$ cat src/rtl/dds_pwm_pkg.sv
// Shared constants, update-FSM encoding and duty saturation for the DDS/PWM core.
package dds_pwm_pkg;

  localparam int DUTY_W = 20;

  localparam logic [DUTY_W-1:0] DUTY_MAX     = 20'd100;
  // round(2^32 / 100): one percent of the phase circle
  localparam logic [31:0]       DUTY_SCALE   = 32'd42_949_673;
  localparam logic [31:0]       INC_RST_DEF  = 32'd8_589_934;
  localparam logic [DUTY_W-1:0] DUTY_RST_DEF = 20'd50;

  typedef enum logic {
    RUN  = 1'b0,
    PEND = 1'b1
  } upd_state_e;

  function automatic logic [DUTY_W-1:0] duty_sat(input logic [DUTY_W-1:0] d);
    return (d > DUTY_MAX) ? DUTY_MAX : d;
  endfunction

endpackage

$ cat src/rtl/dds_pwm_cmp.sv
// Duty threshold (duty * 1% of phase circle) compared against phase, result registered.
// Latency: 1 clk acc_i -> pwm_o; no backpressure.
module dds_pwm_cmp
  import dds_pwm_pkg::*;
#(
  parameter int ACC_W = 32
) (
  input  logic              clk,
  input  logic              rstn,
  input  logic              en_i,
  input  logic [ACC_W-1:0]  acc_i,
  input  logic [DUTY_W-1:0] duty_i,
  output logic              pwm_o
);

  logic [ACC_W-1:0] thr;
  logic             pwm_d;
  logic             pwm_q;

  // 100 % wraps to a tiny threshold, so it is forced high; 0 % falls out as thr=0
  assign thr   = ACC_W'(duty_i) * ACC_W'(DUTY_SCALE);
  assign pwm_d = en_i & ((duty_i == DUTY_MAX) | (acc_i < thr));

  always_ff @(posedge clk or negedge rstn) begin
    if (!rstn) begin
      pwm_q <= 1'b0;
    end else begin
      pwm_q <= pwm_d;
    end
  end

  assign pwm_o = pwm_q;

endmodule

$ cat src/rtl/dds_pwm_core.sv
// Phase accumulator with shadowed tuning/duty applied only at phase wrap; drives PWM and sine address.
// Latency: 1 clk acc -> pwm_o/dds_addr_o/sync_o; no backpressure, ready_i is a one-shot strobe.
module dds_pwm_core
  import dds_pwm_pkg::*;
#(
  parameter int                ACC_W    = 32,
  parameter int                ADDR_W   = 8,
  parameter logic [ACC_W-1:0]  INC_RST  = ACC_W'(INC_RST_DEF),
  parameter logic [DUTY_W-1:0] DUTY_RST = DUTY_RST_DEF
) (
  input  logic              clk,
  input  logic              rstn,
  input  logic [ACC_W-1:0]  frq_cnt_i,
  input  logic [DUTY_W-1:0] duty_cnt_i,
  input  logic              ready_i,
  input  logic              en_i,
  output logic              pwm_out_o,
  output logic [ADDR_W-1:0] dds_addr_o,
  output logic              sync_o,
  output logic              upd_pend_o
);

  upd_state_e        state_q, state_d;
  logic [ACC_W-1:0]  acc_q, acc_d;
  logic [ACC_W-1:0]  inc_act_q, inc_act_d;
  logic [ACC_W-1:0]  inc_sh_q, inc_sh_d;
  logic [DUTY_W-1:0] duty_act_q, duty_act_d;
  logic [DUTY_W-1:0] duty_sh_q, duty_sh_d;
  logic              ready_q;
  logic [ADDR_W-1:0] addr_q;
  logic              sync_q;
  logic [ACC_W:0]    sum;
  logic              carry;

  assign sum   = {1'b0, acc_q} + {1'b0, inc_act_q};
  assign carry = sum[ACC_W];

  always_comb begin
    logic apply;
    apply      = 1'b0;
    state_d    = state_q;
    inc_act_d  = inc_act_q;
    duty_act_d = duty_act_q;
    inc_sh_d   = inc_sh_q;
    duty_sh_d  = duty_sh_q;
    acc_d      = en_i ? sum[ACC_W-1:0] : '0;

    case (state_q)
      RUN: begin
        if (ready_q) state_d = PEND;
      end
      PEND: begin
        // a stopped or frozen accumulator never wraps, so apply straight away
        apply = (carry & en_i) | ~en_i | (inc_act_q == '0);
        if (apply) begin
          inc_act_d  = inc_sh_q;
          duty_act_d = duty_sh_q;
          state_d    = RUN;
        end
      end
      default: state_d = RUN;
    endcase

    // controller data is valid the cycle after its strobe; newest value wins
    if (ready_q) begin
      inc_sh_d  = frq_cnt_i;
      duty_sh_d = duty_sat(duty_cnt_i);
      state_d   = PEND;
    end
  end

  always_ff @(posedge clk or negedge rstn) begin
    if (!rstn) begin
      state_q    <= RUN;
      acc_q      <= '0;
      inc_act_q  <= INC_RST;
      inc_sh_q   <= INC_RST;
      duty_act_q <= DUTY_RST;
      duty_sh_q  <= DUTY_RST;
      ready_q    <= 1'b0;
      addr_q     <= '0;
      sync_q     <= 1'b0;
    end else begin
      state_q    <= state_d;
      acc_q      <= acc_d;
      inc_act_q  <= inc_act_d;
      inc_sh_q   <= inc_sh_d;
      duty_act_q <= duty_act_d;
      duty_sh_q  <= duty_sh_d;
      ready_q    <= ready_i;
      addr_q     <= acc_q[ACC_W-1 -: ADDR_W];
      sync_q     <= carry & en_i;
    end
  end

  dds_pwm_cmp #(
    .ACC_W (ACC_W)
  ) u_cmp (
    .clk    (clk),
    .rstn   (rstn),
    .en_i   (en_i),
    .acc_i  (acc_q),
    .duty_i (duty_act_q),
    .pwm_o  (pwm_out_o)
  );

  assign dds_addr_o = addr_q;
  assign sync_o     = sync_q;
  assign upd_pend_o = (state_q == PEND);

endmodule

$ cat config.mk
export PLATFORM = sky130hd
export DESIGN_NAME = dds_pwm_core
export DESIGN_NICKNAME = d
export VERILOG_FILES = /design/src/rtl/dds_pwm_pkg.sv /design/src/rtl/dds_pwm_cmp.sv /design/src/rtl/dds_pwm_core.sv
export SDC_FILE = /design/constraint.sdc
export NUM_CORES = 1
export LEC_CHECK = 0
export CORE_ASPECT_RATIO = 1.1
export CORE_MARGIN = 2
export CORE_UTILIZATION = 30
export DETAILED_ROUTE_END_ITERATION = 10
export PLACE_DENSITY_LB_ADDON = 0.3
export SETUP_SLACK_MARGIN = 0.05
export SLEW_MARGIN = 20
export SYNTH_ARGS = -nofsm -noshare
export SYNTH_HDL_FRONTEND = slang
export SYNTH_HIERARCHICAL = 1
export SYNTH_SLANG_ARGS = --single-unit
$ cat constraint.sdc
create_clock -name clk -period 8.9 [get_ports clk]
set_clock_uncertainty 0.15 [all_clocks]
set_input_delay 0.89 -clock clk [delete_from_list [all_inputs] [get_ports clk]]
set_output_delay 0.89 -clock clk [all_outputs]
set_load 0.03 [all_outputs]
---- Word-level counts from Yosys, hierarchy flattened ----
Cells that the tools add are included.
word-level totals
  bits in latches ......................... 0
  output and inout port bits .............. 11
  word-level logic and storage cells ...... 29
  RAM bits ................................ 0
  memories ................................ 0
  input bits .............................. 56
  ROM bits ................................ 0
  register bits after elaboration ......... 148
operators by class
  mux-type cells .......................... 5
  bitwise logic cells ..................... 7
  multipliers ............................. 1
  equal/unequal tests ..................... 1
  add/subtract/negate cells ............... 1
  divide/modulo/power cells ............... 0
  order comparisons ....................... 2
  shift-type cells ........................ 0
  reductions and logical operators ........ 2
operators by type and width
  cell                    count
  $add 32x32->33          1
  $logic_not 32->1        1
  $lt 32x32->1            1
  $mul 20x26->32 const B  1
  $mux 32                 1
  $eq 20x7->1 const B     1
  $gt 20x7->1 const B     1
  $mux 20                 1
  $or 1x1->1              3
  $and 1x1->1             2
  $mux 1                  2
  $not 1->1               2
  $pmux 1 s2              1
  $reduce_and 2->1        1

---- Longest topological paths before layout ----
Gate-level depths: netlist (run 1).
  word-level depth ........................ 7
  mapped depth ............................ 28
  mapped depth without buffers ............ 28

---- Hierarchy ----
Netlist (run 1), hierarchy kept.
by module, submodules not included
  module        times used  cells each  area each (sq um)  sequential area each (sq um)
  dds_pwm_core  1           584         7204.4             3711.1
  dds_pwm_cmp   1           746         7125.6             25.0

---- Worst setup path after synthesis (run 1) ----
Ideal clock, no wire load.
  kind .................................... reg-to-reg
  start ................................... reg duty_act_q[3]
  end ..................................... reg u_cmp.pwm_q (netlist: u_cmp/pwm_o)
  data required time ...................... 8655 ps
  setup slack ............................. 2030 ps
  library setup time ...................... 95 ps
  path buffers ............................ 0
  cell stages (with the launch flop) ...... 26
  period minus slack after synthesis ...... 6870 ps
  data arrival time ....................... 6625 ps
  cell sequence ........................... dfrtp_1 inv_1 ha_1 fa_1 fa_1 inv_1 fa_1 fa_1 fa_1 inv_1 fa_1 inv_1 ha_1 and3_2 and2_2 a21oi_1 a21bo_1 a211o_2 o31ai_4 xnor2_1 ha_1 nand2b_1 nor4_1 a211o_1 o21ai_0 o31ai_1
on the way
  word-level cells in the longest chain between the ends .. 4
  elaborated cells between the ends (all ways) .. 5
RTL lines
  what                      RTL line            RTL
  start: declaration        dds_pwm_core.sv:27  logic [DUTY_W-1:0] duty_act_q, duty_act_d;
  start signal: assignment  dds_pwm_core.sv:88  duty_act_q <= duty_act_d;
  $mul 20x26->32            dds_pwm_cmp.sv:21   assign thr = ACC_W'(duty_i) * ACC_W'(DUTY_SCALE);
  $lt 32x32->1              dds_pwm_cmp.sv:22   assign pwm_d = en_i & ((duty_i == DUTY_MAX) | (acc_i < thr));
  $or 1x1->1 *              dds_pwm_cmp.sv:22
  $and 1x1->1 *             dds_pwm_cmp.sv:22
  named net u_cmp.pwm_d     dds_pwm_cmp.sv:17   logic pwm_d;
  end signal: assignment    dds_pwm_cmp.sv:28   pwm_q <= pwm_d;
  end: declaration          dds_pwm_cmp.sv:18   logic pwm_q;
The timed path passes the listed nets; every way through them passes the cells marked *.
A chain may end at the register's enable or synchronous reset.

---- Worst setup path in the final report (run 1) ----
Same ends and word-level chain as after synthesis.

==> impl_metrics.env, run 1 <==
export IMPL_clkSinkCount=148
export IMPL_hold_class="flip-flop to flip-flop"
export IMPL_via_count=9345
export IMPL_synth_async_reset_ratio=1.000
export IMPL_finalCritPeriodShare=0.8292
export IMPL_syn_avg_cell_area_sq_um=10.77
export IMPL_cap_violations=0
export IMPL_drt_pass1_iter_count=4
export IMPL_grt_usage=0.1478
export IMPL_cts_buffers=17
export IMPL_slew_limit_headroom=0.4131
export IMPL_fp_row_count=84
export IMPL_finish_utilization=0.3421
export IMPL_postCtsHoldBufs=0
export IMPL_crit_family="adder cells"
export IMPL_r2r_start="duty_act_q[3]"
export IMPL_finalWorstPathRequiredPeriod_ps=7380
export IMPL_finalSetupTns_ps=0
export IMPL_critPathMaxFanout=11
export IMPL_num_nets_final=1799
export IMPL_cp_arrival_ps=7590
export IMPL_whs_path_depth=0
export IMPL_vias_per_cell=4.556
export IMPL_clk_latency_ps=460
export IMPL_synth_cells=1330
export IMPL_yosysSeqAreaShare=0.2607
export IMPL_grt_ovfl_total=0
export IMPL_synth_area_leaders="dfrtp_1, ha_1, fa_1"
export IMPL_setup_viol=0
export IMPL_synth_cell_types=68
export IMPL_worst_ir_drop_vdd_uv=188.6
export IMPL_rrSetupSlack_ps=1520
export IMPL_path_clk_slew_ps=70
export IMPL_area_delta_synth_final_pct=13.40
export IMPL_switching_share=0.4023
export IMPL_wl_um=33880
export IMPL_power_frac_clock=0.212
export IMPL_cts_tree="done"
export IMPL_path_buf_inv=4
export IMPL_status="finished, final reports clean"
export IMPL_post_drt_wl_per_cell_um=16.52
export IMPL_leakage_nw=7.915
export IMPL_yosysTopAreaCell="dfrtp_1"
export IMPL_hpwl_um=28000
export IMPL_crit_path_frequent_cell="fa_1"
export IMPL_port_buffers=66
export IMPL_yosysMostFrequentCell="inv_1"
export IMPL_yosysWarnings=6
export IMPL_switchingPower_w=0.001338
export IMPL_gp_congestion=0.8687
export IMPL_final_max_slew_viol_count=0
export IMPL_pwr_share_comb=0.479
export IMPL_htreeDepth=4
export IMPL_drt_iter0_drc=321
export IMPL_worstSetupEndpointType="flip-flop"
export IMPL_netlist_area_sq_um=14330
export IMPL_synth_edf_count=0
export IMPL_synth_top_area_frac=0.2130
export IMPL_max_stage_delay_ps=630
export IMPL_rsz0062_at_grt="no"
export IMPL_crit_type="flip-flop to flip-flop"
export IMPL_cts_setup_buffers=0
export IMPL_worstHoldStart="acc_q[31]"
export IMPL_whs_endpoint="dds_addr_o[7]"
export IMPL_grt_max_degree=89
export IMPL_synth_fp_nets=1736
export IMPL_ys_flop_type="dfrtp_1"
export IMPL_die_area_sq_um=49530
export IMPL_cts_root_buffer="clkbuf_16"
export IMPL_grt_antenna_before_repair=0
export IMPL_yosys_top_cells_count="inv_1, ha_1, fa_1"
export IMPL_fmax_ghz=0.1355
export IMPL_grt_pass1_vias=10170
export IMPL_cts_resized=0
export IMPL_n_antenna_cell=0
export IMPL_clock_path_buffers=2
export IMPL_io_pins=67
export IMPL_detail_route_antenna_nets=0
export IMPL_start_kind="flip-flop"
export IMPL_p_int_w=0.001988
export IMPL_die_width_um=212.4
export IMPL_drive_above_1_share=0.1181
export IMPL_cp_slowest_cell="dfrtp_1"
export IMPL_drc=0
export IMPL_initial_core_util=0.3016
export IMPL_die_y_um=233.2
export IMPL_ff2ff_path_depth=25
export IMPL_p_seq_frac=0.310
export IMPL_powerDensity_nw_per_um2=204.6
export IMPL_worst_pin_slew_ps=879.4
export IMPL_ys_seq_elements=148
export IMPL_worst_ep_required_time_ps=9110
export IMPL_setup_slack_ps=1520
export IMPL_rr_endpoint="u_cmp/pwm_o"
export IMPL_grt_pass1_wl_um=55590
export IMPL_coreArea_sq_um=47510
export IMPL_n_fill_cell=4855
export IMPL_pre_cts_slack_ps=1504
export IMPL_hold_viol=0
how the worst max path moves through the flow:
stage | slack, ps | depth (start not counted) | to | startpoint
final | 1520 | 25 | u_cmp/pwm_o | duty_act_q[3]
after global routing | 1050 | 26 | u_cmp/pwm_o | duty_act_q[3]
after floorplan | 2030 | 25 | u_cmp/pwm_o | duty_act_q[3]
after detailed placement | 1500 | 25 | u_cmp/pwm_o | duty_act_q[3]
after CTS | 1490 | 25 | u_cmp/pwm_o | duty_act_q[3]
after global placement | 1630 | 25 | u_cmp/pwm_o | duty_act_q[3]
metrics by stage:
| stage | cells | instance area [sq um] | power [W] | hold WS [ps] |
|---|---|---|---|---|
| 6_report | 2051 | 16250 | 0.003325 | 303.7 |
| 3_5_place_dp | 2019 | 15690 | 0.002632 | 296.2 |
| 4_1_cts | 2051 | 16250 | 0.003367 | 310.7 |
| 2_1_floorplan | 1330 | 14330 | 0.002231 | 235.8 |
| 5_1_grt | 2051 | 16250 | 0.003592 | 313.6 |
| 3_3_place_gp | 2019 | 15690 | 0.002611 | 281.4 |
final cells by class:
| type | instances | area (sq um) | share of cell area |
|---|---|---|---|
| clock inverter | 11 | 103.9 | 0.006391 |
| timing repair buffer | 71 | 699.4 | 0.04304 |
| tap | 645 | 807.0 | 0.04966 |
| inverter | 233 | 874.6 | 0.05382 |
| multi-input combinational | 922 | 9568 | 0.5888 |
| sequential | 148 | 3737 | 0.2300 |
| clock buffer | 21 | 460.4 | 0.02833 |
routing by layer:
layer | global-route usage | wire, um | up-vias
met5 | 0 | 0 | -
met4 | 0.04524 | 584 | 0
met3 | 0.02245 | 725 | 37
met2 | 0.2603 | 17460 | 96
met1 | 0.1857 | 15100 | 4597
li1 | - | - | 4615
cells in the final DEF (no fill, tap or decap), types with 3 or more instances in the layout:
master           Yosys  routed
xor2_1              21      21
or3_1                3       3
o31ai_1              4       4
a21o_1              31      31
inv_1              233     233
mux2i_1              6       6
a31oi_1              7       7
clkdlybuf4s50_1      0      65
a21oi_1             65      65
dfrtp_1            122     121
a211o_1              3       3
and2_1               3       3
o21a_1               4       4
fa_1               130     130
dfstp_2             26      26
nand2_1             48      48
o211ai_1             6       6
and3_1               4       4
nor2b_1             16      16
nand4_1             23      23
mux2_2              34      34
xnor2_1             40      40
buf_4                0       5
a211oi_1            11      11
clkinvlp_4           0       5
nor3_1              15      15
o21ai_0             46      46
clkbuf_16            0      17
mux2_4              50      50
nor2_1              49      49
ha_1               220     220
nand2b_1            14      14
nor4_1              14      14
nand3_1              5       5
o21bai_1             6       6
power by group through the flow:
stage,clock [W],combinational [W],sequential [W]
global route,0.000759,0.00178,0.00106
CTS,0.000738,0.00159,0.00104
floorplan,0,0.00123,0.00100
global placement,0,0.00156,0.00105
finish,0.000705,0.00159,0.00103
detailed placement,0,0.00158,0.00105
worst register-to-register path, delay by kind of cell (launching register included):
| family | cells | cell delay [ps] |
|---|---|---|
| fa+ha+maj | 9 | 3900 |
| compound gates | 7 | 1370 |
| simple gates | 4 | 820 |
| flops | 1 | 630 |
| buf+inv | 4 | 310 |
| xor+xnor | 1 | 100 |
registers in the layout, indices dropped and copies added (netlist names):
signal and flops:
inc_sh_q 32, duty_act_q 20, acc_q 32, dds_addr_o 8
ready_q 1, u_cmp/pwm_o 1, sync_o 1, duty_sh_q 20
inc_act_q 32, upd_pend_o 1
kinds of logic after synthesis:
kind of cell,share of synthesized area
adders and majority gates,0.3737
and+or+nand+nor,0.07500
xor gates and xnor gates,0.03728
muxes,0.08330
AOI/OAI and AO/OA,0.09840
buffers and inverters,0.07160
DFF,0.2607
(Power assumes the default switching activity.)
==> inputs of run 2 (changes only) <==
==> constraint.sdc (replaced) <==
create_clock -name clk -period 6 [get_ports clk]
set_clock_uncertainty 0.15 [all_clocks]
set_input_delay 0.6 -clock clk [delete_from_list [all_inputs] [get_ports clk]]
set_output_delay 0.6 -clock clk [all_outputs]
set_load 0.03 [all_outputs]
==> impl_metrics.env, run 2 (same netlist as run 1, synthesis figures left out) <==
export IMPL_n_antenna_cell=0
export IMPL_path_buf_inv=5
export IMPL_cp_slowest_cell="dfstp_2"
export IMPL_drt_pass1_iter_count=5
export IMPL_cap_violations=0
export IMPL_path_clk_slew_ps=70
export IMPL_io_pins=67
export IMPL_worst_pin_slew_ps=877.4
export IMPL_final_max_slew_viol_count=0
export IMPL_coreArea_sq_um=47510
export IMPL_switchingPower_w=0.002035
export IMPL_worstSetupEndpointType="flip-flop"
export IMPL_switching_share=0.4053
export IMPL_clock_path_buffers=2
export IMPL_finalCritPeriodShare=1.116
export IMPL_detail_route_antenna_nets=0
export IMPL_dp_cells=2155
export IMPL_clk_latency_ps=450
export IMPL_cp_arrival_ps=6900
export IMPL_start_kind="flip-flop"
export IMPL_cts_tree="done"
export IMPL_rr_endpoint="u_cmp/pwm_o"
export IMPL_postCtsHoldBufs=0
export IMPL_crit_type="flip-flop to flip-flop"
export IMPL_gp_congestion=0.8792
export IMPL_violations="negative setup slack"
export IMPL_slew_limit_headroom=0.4150
export IMPL_drive_above_1_share=0.2297
export IMPL_vias_per_cell=4.534
export IMPL_grt_ovfl_total=0
export IMPL_fin_cells=2195
export IMPL_area_delta_synth_final_pct=22.96
export IMPL_powerDensity_nw_per_um2=285.0
export IMPL_fmax_ghz=0.1494
export IMPL_hpwl_um=30450
export IMPL_fp_row_count=84
export IMPL_grt_pass1_vias=10860
export IMPL_die_y_um=233.2
export IMPL_n_fill_cell=4833
export IMPL_die_area_sq_um=49530
export IMPL_htreeDepth=4
export IMPL_r2r_start="duty_act_q[4]"
export IMPL_num_nets_final=1943
export IMPL_via_count=9952
export IMPL_drc=0
export IMPL_regArea_sq_um=3742
export IMPL_hold_viol=0
export IMPL_worst_ep_required_time_ps=6200
export IMPL_hold_class="primary input to async pin"
export IMPL_cts_root_buffer="clkbuf_16"
export IMPL_ff2ff_path_depth=24
export IMPL_crit_path_frequent_cell="fa_1"
export IMPL_grt_max_degree=92
export IMPL_final_common_cell="inv_1"
export IMPL_post_drt_wl_per_cell_um=16.45
export IMPL_pre_cts_slack_ps=-918.4
export IMPL_port_buffers=66
export IMPL_final_cell_mix="inv_1, ha_1, buf_4, fa_1, dfrtp_1"
export IMPL_max_stage_delay_ps=600
export IMPL_rrSetupSlack_ps=-690
export IMPL_rsz0062_at_grt="yes"
export IMPL_finalPower_w=0.005022
export IMPL_setup_slack_ps=-693.1
export IMPL_status="finished, violations left"
export IMPL_finalWorstPathRequiredPeriod_ps=6693
export IMPL_wl_um=36120
export IMPL_multiInputGateArea_sq_um=9841
export IMPL_cts_buffers=17
export IMPL_crit_family="adder cells"
export IMPL_setup_viol=1
export IMPL_finalHoldWorstSlack_ps=70.63
export IMPL_drt_iter0_drc=325
export IMPL_p_seq_frac=0.305
export IMPL_grt_pass1_wl_um=58460
export IMPL_die_width_um=212.4
export IMPL_leakage_nw=8.678
export IMPL_path_cells="ha_4 -> inv_2 -> fa_1 -> fa_1 -> inv_1 -> fa_1 -> fa_1 -> fa_1 -> inv_1 -> fa_1 -> inv_2 -> ha_4 -> and3_4 -> and2_4 -> a21oi_2 -> a21bo_4 -> a211o_4 -> buf_4 -> xnor2_1 -> ha_1 -> nor4_1 -> a211o_1 -> o21ai_1 -> o31ai_1"
export IMPL_pwr_share_comb=0.482
export IMPL_clkSinkCount=148
export IMPL_top_regs="acc_q x32, inc_act_q x32, inc_sh_q x32"
export IMPL_finalSetupTns_ps=-693.1
export IMPL_critPathMaxFanout=4
export IMPL_grt_usage=0.1549
export IMPL_p_int_w=0.002987
export IMPL_power_frac_clock=0.213
export IMPL_initial_core_util=0.3016
export IMPL_grt_antenna_before_repair=0
export IMPL_worst_ir_drop_vdd_uv=224.3
[run 2: cell types whose count changed in the layout (fill, tap and decap cells not counted), moves of 4 or more]
| cell | previous run | this run |
|---|---|---|
| inv_1 | 233 | 228 |
| o21ai_1 | 0 | 5 |
| inv_2 | 0 | 5 |
| a21oi_1 | 65 | 59 |
| dfrtp_1 | 121 | 117 |
| buf_4 | 5 | 149 |
| a21oi_2 | 0 | 6 |
| ha_1 | 220 | 205 |
| ha_4 | 0 | 11 |
| ha_2 | 0 | 4 |
| o21ai_0 | 46 | 40 |
| dfrtp_2 | 1 | 5 |
[run 2: worst max-delay path by stage]
stage / start / endpoint / cells after the start
floorplan: duty_act_q[4] / u_cmp/pwm_o / 23
global placement: duty_act_q[5] / u_cmp/pwm_o / 26
detailed placement: duty_act_q[5] / u_cmp/pwm_o / 26
CTS: duty_act_q[4] / u_cmp/pwm_o / 23
global route: duty_act_q[2] / u_cmp/pwm_o / 26
finish: duty_act_q[4] / u_cmp/pwm_o / 24
[run 2: what timing repair did]
| item | 4_1_cts | 5_1_grt |
|---|---|---|
| setup endpoints to repair | 1 | 1 |
| pin swaps | 12 | 27 |
| setup buffers | 6 | 2 |
| gates resized for setup | 10 | 25 |
[run 2: through the flow]
stage                       util  area [sq um]
after floorplan                -         14450
after global placement    0.3542         16820
after detailed placement  0.3542         16820
after CTS                 0.3684         17500
after global routing      0.3709         17620
final                     0.3709         17620
[run 2: final cells by class]
| class | instances | share of cell area |
|---|---|---|
| inverters | 233 | 0.04963 |
| repair buffers | 215 | 0.1010 |
| clock inverters | 12 | 0.006746 |
| well taps | 645 | 0.04580 |
| multi-input cells | 922 | 0.5585 |
| flip-flops and latches | 148 | 0.2124 |
| clock buffers | 20 | 0.02592 |
[run 2: power groups by stage]
stage | clock network, W | logic, W | registers (W)
2_1_floorplan | 0 | 0.00183 | 0.00149
3_3_place_gp | 0 | 0.00237 | 0.00156
3_5_place_dp | 0 | 0.00240 | 0.00156
4_1_cts | 0.00110 | 0.00241 | 0.00154
5_1_grt | 0.00114 | 0.00269 | 0.00156
6_report | 0.00107 | 0.00242 | 0.00153
[run 2: per-layer routing]
layer  GRT usage  routed length (um)
met1      0.1886               15760
met2      0.2789               18650
met3     0.02138                 823
met4     0.05288                 884
met5           0                   0
